<file path="config.mk">
export PLATFORM = sky130hd
export DESIGN_NAME = weight_bank_arb
export DESIGN_NICKNAME = d
export VERILOG_FILES = /design/src/rtl/weight_bank_arb_pkg.sv /design/src/rtl/weight_bank_arb_rr_pick.sv /design/src/rtl/weight_bank_arb.sv
export SDC_FILE = /design/constraint.sdc
export NUM_CORES = 1
export LEC_CHECK = 0
export ABC_AREA = 0
export ABC_CLOCK_PERIOD_IN_PS = 10600
export CAP_MARGIN = 5
export CORE_ASPECT_RATIO = 0.9
export CORE_UTILIZATION = 49
export DETAILED_ROUTE_END_ITERATION = 16
export HOLD_SLACK_MARGIN = 0.1
export PLACE_DENSITY = 0.91
export SKIP_CTS_REPAIR_TIMING = 1
export SYNTH_ARGS = -nofsm -noshare
export SYNTH_HDL_FRONTEND = slang
export SYNTH_SLANG_ARGS = --single-unit
</file>
<file path="constraint.sdc">
create_clock -name clk -period 10.6 [get_ports clk]
set_input_delay 3.18 -clock clk [delete_from_list [all_inputs] [get_ports clk]]
set_output_delay 3.18 -clock clk [all_outputs]
set_load 0.02 [all_outputs]
</file>
<file path="src/rtl/weight_bank_arb_pkg.sv">
// Shared types for the weight-bank command arbiter and its weight-controller clients.
package weight_bank_arb_pkg;

  localparam int unsigned WB_ADDR_W = 8;

  typedef enum logic {
    IDLE   = 1'b0,
    LOCKED = 1'b1
  } wb_arb_state_t;

  typedef struct packed {
    logic                 sos;
    logic                 eos;
    logic                 change;
    logic [WB_ADDR_W-1:0] addr;
  } wb_cmd_t;

  // Controller-to-bank beat as seen on a single controller port.
  typedef struct packed {
    logic    valid;
    wb_cmd_t cmd;
  } Weight_Cntl2bank;

endpackage

</file>
<file path="src/rtl/weight_bank_arb_rr_pick.sv">
// Combinational round-robin selector: first set bit of mask at or after ptr, with wrap.
module weight_bank_arb_rr_pick #(
  parameter int unsigned N    = 4,
  parameter int unsigned ID_W = $clog2(N)
) (
  input  logic [N-1:0]    mask,
  input  logic [ID_W-1:0] ptr,
  output logic [N-1:0]    grant,
  output logic [ID_W-1:0] index
);

  int unsigned     pos;
  logic [ID_W-1:0] idx;
  logic            found;

  always_comb begin
    grant = '0;
    index = '0;
    found = 1'b0;
    pos   = 0;
    idx   = '0;
    for (int unsigned k = 0; k < N; k++) begin
      pos = (32'(ptr) + k) % N;
      idx = ID_W'(pos);
      if (!found && mask[idx]) begin
        grant[idx] = 1'b1;
        index      = idx;
        found      = 1'b1;
      end
    end
  end

endmodule

</file>
<file path="src/rtl/weight_bank_arb.sv">
// Round-robin, burst-locking arbiter sharing the weight-bank command port among NUM_REQ controllers.
module weight_bank_arb
  import weight_bank_arb_pkg::*;
#(
  parameter int unsigned NUM_REQ = 4,
  parameter int unsigned ADDR_W  = WB_ADDR_W,
  parameter int unsigned ID_W    = $clog2(NUM_REQ)
) (
  input  logic                      clk,
  input  logic                      reset_n,
  input  logic [NUM_REQ-1:0]        req_valid,
  input  logic [NUM_REQ-1:0]        req_sos,
  input  logic [NUM_REQ-1:0]        req_eos,
  input  logic [NUM_REQ-1:0]        req_change,
  input  logic [NUM_REQ*ADDR_W-1:0] req_addr,
  output logic [NUM_REQ-1:0]        req_ready,
  output logic                      bank_valid,
  output logic                      bank_sos,
  output logic                      bank_eos,
  output logic                      bank_change,
  output logic [ADDR_W-1:0]         bank_addr,
  output logic [ID_W-1:0]           bank_src,
  input  logic                      bank_ready,
  output logic                      busy,
  output logic                      err_nosos
);

  wb_arb_state_t       state_q, state_d;
  logic [ID_W-1:0]     rr_q, rr_d;
  logic [ID_W-1:0]     owner_q, owner_d;
  logic [ID_W-1:0]     src_q, sel;
  logic [ID_W-1:0]     pick_idx;
  logic [NUM_REQ-1:0]  cand, pick_grant, ready_c;
  logic                out_free, accept;
  logic                valid_q;
  logic                err_q, err_d;
  wb_cmd_t             cmd_q, cmd_sel;
  logic [ADDR_W-1:0]   addr_arr [NUM_REQ];

  for (genvar g = 0; g < NUM_REQ; g++) begin : g_addr
    assign addr_arr[g] = req_addr[g*ADDR_W +: ADDR_W];
  end

  function automatic logic [ID_W-1:0] next_idx(input logic [ID_W-1:0] i);
    if (i == ID_W'(NUM_REQ - 1)) return '0;
    return i + ID_W'(1);
  endfunction

  assign out_free = !valid_q || bank_ready;
  assign cand     = req_valid & req_sos;

  weight_bank_arb_rr_pick #(
    .N    (NUM_REQ),
    .ID_W (ID_W)
  ) u_rr_pick (
    .mask  (cand),
    .ptr   (rr_q),
    .grant (pick_grant),
    .index (pick_idx)
  );

  // Grant decision and arbitration state transitions.
  always_comb begin
    state_d = state_q;
    rr_d    = rr_q;
    owner_d = owner_q;
    err_d   = err_q;
    ready_c = '0;
    accept  = 1'b0;
    sel     = owner_q;
    case (state_q)
      IDLE: begin
        if (|(req_valid & ~req_sos)) err_d = 1'b1;
        if (out_free && |cand) begin
          ready_c = pick_grant;
          accept  = 1'b1;
          sel     = pick_idx;
          if (req_eos[pick_idx]) begin
            rr_d = next_idx(pick_idx);
          end else begin
            state_d = LOCKED;
            owner_d = pick_idx;
          end
        end
      end
      LOCKED: begin
        // A repeated sos from the owner is just another beat; only eos releases the lock.
        if (out_free && req_valid[owner_q]) begin
          ready_c[owner_q] = 1'b1;
          accept           = 1'b1;
          if (req_eos[owner_q]) begin
            state_d = IDLE;
            rr_d    = next_idx(owner_q);
          end
        end
      end
      default: state_d = IDLE;
    endcase
  end

  always_comb begin
    cmd_sel        = '0;
    cmd_sel.sos    = req_sos[sel];
    cmd_sel.eos    = req_eos[sel];
    cmd_sel.change = req_change[sel];
    cmd_sel.addr   = WB_ADDR_W'(addr_arr[sel]);
  end

  always_ff @(posedge clk or negedge reset_n) begin
    if (!reset_n) begin
      state_q <= IDLE;
      rr_q    <= '0;
      owner_q <= '0;
      err_q   <= 1'b0;
      valid_q <= 1'b0;
      cmd_q   <= '0;
      src_q   <= '0;
    end else begin
      state_q <= state_d;
      rr_q    <= rr_d;
      owner_q <= owner_d;
      err_q   <= err_d;
      if (accept) begin
        valid_q <= 1'b1;
        cmd_q   <= cmd_sel;
        src_q   <= sel;
      end else if (out_free) begin
        valid_q <= 1'b0;
      end
    end
  end

  // req_ready is the only combinational output; it is forced low while reset is held.
  assign req_ready   = reset_n ? ready_c : '0;
  assign bank_valid  = valid_q;
  assign bank_sos    = cmd_q.sos;
  assign bank_eos    = cmd_q.eos;
  assign bank_change = cmd_q.change;
  assign bank_addr   = ADDR_W'(cmd_q.addr);
  assign bank_src    = src_q;
  assign busy        = (state_q == LOCKED);
  assign err_nosos   = err_q;

endmodule

</file>
# Word-level counts from Yosys, hierarchy flattened
# Index checks and enable logic that the tools add are counted.
word_totals:
  reg_bits: 20
  latchBits: 0
  mem_bits_rw: 0
  mem_bits_ro: 0
  output_inout_bits: 20
  elab_cells: 141
  memories: 0
classes:
  n_addsub: 5
  mul: 0
  div_mod_pow: 0
  order_cmp: 13
  n_eq_ne: 6
  shifts: 0
  mux: 77
  bitwise_logic: 9
  reduce_logical: 21
op_table:
  columns: ["operator", "n"]
  rows:
  - ["$mux W1", 34]
  - ["$mux W2", 14]
  - ["$mux W4", 7]
  - ["$lt A2 B3 Y1 const B", 7]
  - ["$bmux W1 S2", 10]
  - ["$bmux W8 S2", 1]
  - ["$mux W8", 2]
  - ["$or A4 B4 Y4", 3]
  - ["$demux W1 S2", 5]
  - ["$ge A2 B1 Y1 const B", 5]
  - ["$logic_and A1 B1 Y1", 10]
  - ["$and A4 B4 Y4", 2]
  - ["$pmux W4 S2", 1]
  - ["$reduce_or A4 Y1", 2]
  - ["$add A2 B1 Y2 const B", 3]
  - ["$add A2 B2 Y2 const B", 2]
  - ["$eq A2 B2 Y1 const B", 2]
  - ["$logic_not A1 Y1", 4]
  - ["$ne A2 B1 Y1 const B", 2]
  - ["$ne A2 B2 Y1 const B", 2]
  - ["$not A4 Y4", 1]
  - ["$pmux W1 S2", 2]
  - ["$pmux W2 S2", 1]
  - ["$reduce_and A4 Y1", 1]
  - ["other kinds (7)", 8]

# Depth between registers and ports, before layout
logic_depth:
  depth_word: 22
  mapped_depth: 13
  mapped_depth_nobuf: 11

# Modules after synthesis
# Synthesis repeated with hierarchy kept, for this count alone.
unflattened:
  cells_unflattened: 209
  hier_area_um2: 2143.3
modules_own_cells:
  columns: ["mod", "n_inst", "cells_each", "area_per_inst_um2", "seq_area_each_um2"]
  rows:
  - ["weight_bank_arb", 1, 163, 1724.2, 500.5]
  - ["weight_bank_arb_rr_pick", 1, 46, 419.2, 0.0]

# Worst setup path after synthesis
# Ideal clock, no wire load.
synth_timing:
  path_kind: "input -> output"
  start: "input req_sos[2]"
  end: "output req_ready[0]"
  arrival_time_ns: 5.071
  setup_slack_ns: 2.349
  path_stages: 5
  path_cell_list: "a22oi_1 > a211oi_1 > clkbuf_1 > o21ai_0 > a21boi_0"
synth_via:
  elab_chain_cells: 16
  word_cells_on_any_way: 30
  cone_classes: "mux: 18; bitwise: 4; reduce/logical: 8"
synth_lines:
  columns: ["item", "line_no", "source"]
  rows:
  - ["from (decl)", "weight_bank_arb.sv:12", "input logic [NUM_REQ-1:0] req_sos,"]
  - ["$and A4 B4 Y4 *", "weight_bank_arb.sv:50", "assign cand = req_valid & req_sos;"]
  - ["$bmux W1 S2", "weight_bank_arb_rr_pick.sv:25", "if (!found && mask[idx]) begin"]
  - ["$mux W1 (implied by the code)", "weight_bank_arb_rr_pick.sv:25", null]
  - ["$mux W1", "weight_bank_arb_rr_pick.sv:25", null]
  - ["$logic_not A1 Y1", "weight_bank_arb_rr_pick.sv:25", null]
  - ["$logic_and A1 B1 Y1", "weight_bank_arb_rr_pick.sv:25", null]
  - ["$mux W1", "weight_bank_arb_rr_pick.sv:25", null]
  - ["$logic_not A1 Y1", "weight_bank_arb_rr_pick.sv:25", null]
  - ["$logic_and A1 B1 Y1", "weight_bank_arb_rr_pick.sv:25", null]
  - ["$mux W1", "weight_bank_arb_rr_pick.sv:25", null]
  - ["$logic_not A1 Y1", "weight_bank_arb_rr_pick.sv:25", null]
  - ["$logic_and A1 B1 Y1", "weight_bank_arb_rr_pick.sv:25", null]
  - ["$mux W4", "weight_bank_arb_rr_pick.sv:25", null]
  - ["$mux W4 *", "weight_bank_arb.sv:74", "if (out_free && |cand) begin"]
  - ["$pmux W4 S2 *", "weight_bank_arb.sv:71", "case (state_q)"]
  - ["$mux W4 *", "weight_bank_arb.sv:134", "assign req_ready = reset_n ? ready_c : '0;"]
  - ["to (decl)", "weight_bank_arb.sv:16", "output logic [NUM_REQ-1:0] req_ready,"]
# Mark *: on every way between the ends. The rest lies on a longest branch, timed or not. The select of a mux whose other input is x is not followed.

# Worst setup path in the final report
layout_timing:
  start: "input req_sos[1]"
  end: "output req_ready[3]"
# The elaborated chain is that of the path after synthesis.

==> impl_metrics.tcl <==
set metrics [dict create \
    outcome "completed" \
    die_h_um 61.4 \
    fin_crit_sh_pct 86.7 \
    rows 21 \
    ios 71 \
    synthToLayoutAreaGrowth_pct 40.7 \
    crit_chain "clkdlybuf4s50_1, and2_4, mux4_2, a211oi_1, a22oi_1, nor2_1, o21ai_0, a21boi_0, clkdlybuf4s50_1" \
    period_needed_ns 9.19 \
    htreeDepth 1 \
    drc_errors 0 \
    cpMostUsedCell "clkdlybuf4s50_1" \
    holdCritPathClass "reg -> reg" \
    whs_ns 0.494 \
    required_ns 7.42 \
    synth_nets 286 \
    reg2reg_from "rr_q[0]$_DFFE_PN0P_" \
    cts.sinks 20 \
    netlist.area_leader.share_pct 26.0 \
    synth_cell_types 46 \
    place.gp.congestion 0.865 \
    grt_pass1_vias 1786 \
    path_buf_inv 2 \
    viasPerCell 6.00 \
    arrival_ns 6.01 \
    yosysWarningCount 0 \
    start_util_pct 51.5 \
    crit_path_start_kind "input port" \
    syn_avg_cell_area_um2 8.66 \
    maxCapViolCount 0 \
    finalHoldViolCount 0 \
    end_kind "primary output" \
    wl_per_cell_um 16.1 \
    cp_max_fo 7 \
    antennaDiodeCount 0 \
    yosysTopAreaCell "dfrtp_1" \
    cts_buffers 3 \
    drive_gt1_share_pct 6.64 \
    synth-edff-count 0 \
    core_um2 3730 \
    grt_usage_pct 26.5 \
    clock_latency_ns 0.27 \
    fmax_mhz 109 \
    vias 1992 \
    grt_max_degree 25 \
    cpPeakStageDelay_ns 0.62 \
    cp_slowest_cell "clkdlybuf4s50_1" \
    yosysMostFrequentCell "nand2_1" \
    power_density_nw_per_um2 282 \
    dieWidth_um 68.0 \
    ys_seq_area_share_pct 26.0 \
    report.final.slew_viol_count 0 \
    netlist_area_um2 1920 \
    root_buffer "clkbuf_8" \
    ant_nets 0 \
    synth_common_cells "25 x nand2_1, 24 x a211oi_1, 23 x nor2_1, 20 x dfrtp_1, 19 x mux2i_1" \
    routed_wl_um 5340 \
    synth_cells 222 \
    antenna_found_initial 0 \
    hpwl_um 4110 \
    drt_first_pass_iters 5 \
    synthFlopType "dfrtp_1" \
    worst_pin_slew_ns 1.09 \
    dieArea_um2 4180 \
    crit_family "buffers and inverters" \
    first_iter_violations 114 \
    crit_path_start "req_sos[1]" \
    p_leak_nw 1.13 \
    io_buffer_count 70 \
    timing.rr.end "bank_addr[7]$_DFFE_PN0P_" \
    clk_pin_slew_ns 0.07 \
    path_class "in -> out" \
    relSlewSlack_pct 27.0 \
    cts_tree "built" \
    setup_viol 0 \
    finalNetCount 351 \
    reg2reg_setup_slack_ns 6.95 \
    nFillCells 280 \
    cts_buffer_depth 2 \
    synthTopCellsByArea "dfrtp_1 26%, mux2i_1 9.9%, a211oi_1 9.4%" \
    crit_end "req_ready[3]" \
    ir_worst_vdd_mv 0.151 \
    rsz0062_at_grt "false" \
    ys_ff_latch 20 \
    crit_cells 9 \
    fin_setup_tns_ns 0 \
    reg2regPathDepth 9 \
    grt_pass1_wl_um 8310 \
    skew_ns 0.00790 \
    overflow 0 \
    async_reset_ff_share_pct 100 \
]
[worst min-delay path by stage]
stage	from	to	slack, ns	depth (start not counted)
2_1_floorplan	err_nosos$_DFFE_PN0P_	err_nosos$_DFFE_PN0P_	0.59	1
3_3_place_gp	err_nosos$_DFFE_PN0P_	err_nosos$_DFFE_PN0P_	0.47	1
3_5_place_dp	err_nosos$_DFFE_PN0P_	err_nosos$_DFFE_PN0P_	0.47	1
4_1_cts	err_nosos$_DFFE_PN0P_	err_nosos$_DFFE_PN0P_	0.50	1
5_1_grt	bank_src[1]$_DFFE_PN0P_	bank_src[1]$_DFFE_PN0P_	0.53	1
6_report	err_nosos$_DFFE_PN0P_	err_nosos$_DFFE_PN0P_	0.49	1
[routing by layer]
layer,vias up,track usage (%),routed length (um)
met4,0,7.44,67
met1,946,37.0,2380
met5,-,0,0
li1,954,-,-
met2,81,42.2,2590
met3,11,4.63,305
[state kept, by name, indices dropped and copies added (netlist names)]
signal and count:
bank_valid 1, err_nosos 1, bank_sos 1, bank_eos 1, bank_change 1, bank_addr 8, rr_q 2, bank_src 2
busy 1, owner_q 2
[cell families after synthesis]
family | count (synthesis) | share of synthesized area (%)
and+or+nand+nor | 66 | 15.4
DFF | 20 | 26.0
adders and majority gates | 13 | 8.46
AOI/OAI and AO/OA | 78 | 29.9
muxes | 23 | 14.6
buffers and inverters | 22 | 5.60
[through the flow]
stage | util (%) | instance area [um2] | power (mW) | instances | setup WS [ns]
finish | 72.5 | 2700 | 0.763 | 332 | 1.41
CTS | 72.5 | 2700 | 0.760 | 332 | 1.42
floorplan | - | 1920 | 0.532 | 222 | 2.35
global placement | 70.6 | 2630 | 0.669 | 328 | 1.50
detailed placement | 70.6 | 2630 | 0.679 | 328 | 1.42
global route | 72.5 | 2700 | 0.820 | 332 | 1.08
[area by class of cell]
type                            count  area, um2  area share (%)
Multi-Input combinational cell    180       1320            48.8
Timing Repair Buffer               72        716            26.5
Sequential cell                    20        500            18.5
Tap cell                           46       57.6            2.13
Clock buffer                        3       41.3            1.53
Inverter                           10       40.0            1.48
Clock inverter                      1       30.0            1.11
[cells in the final DEF (no fill, tap or decap), types with 3 or more instances in the layout]
cell type,count
clkdlybuf4s50_1,70
nand2_1,25
nor2_1,23
a211oi_1,23
dfrtp_1,20
mux2i_1,19
a21oi_1,14
ha_1,13
inv_1,9
a22oi_1,6
a21boi_0,5
a22o_1,5
nand2b_1,4
mux4_2,4
o21ai_0,4
nand4_1,3
clkbuf_8,3
[power by group]
part | switching, mW | internal, mW
Clock | 0.0271 | 0.0505
Sequential | 0.0426 | 0.115
Combinational | 0.299 | 0.229
Total | 0.369 | 0.394
Note: power is estimated with default switching activity, not from simulation.
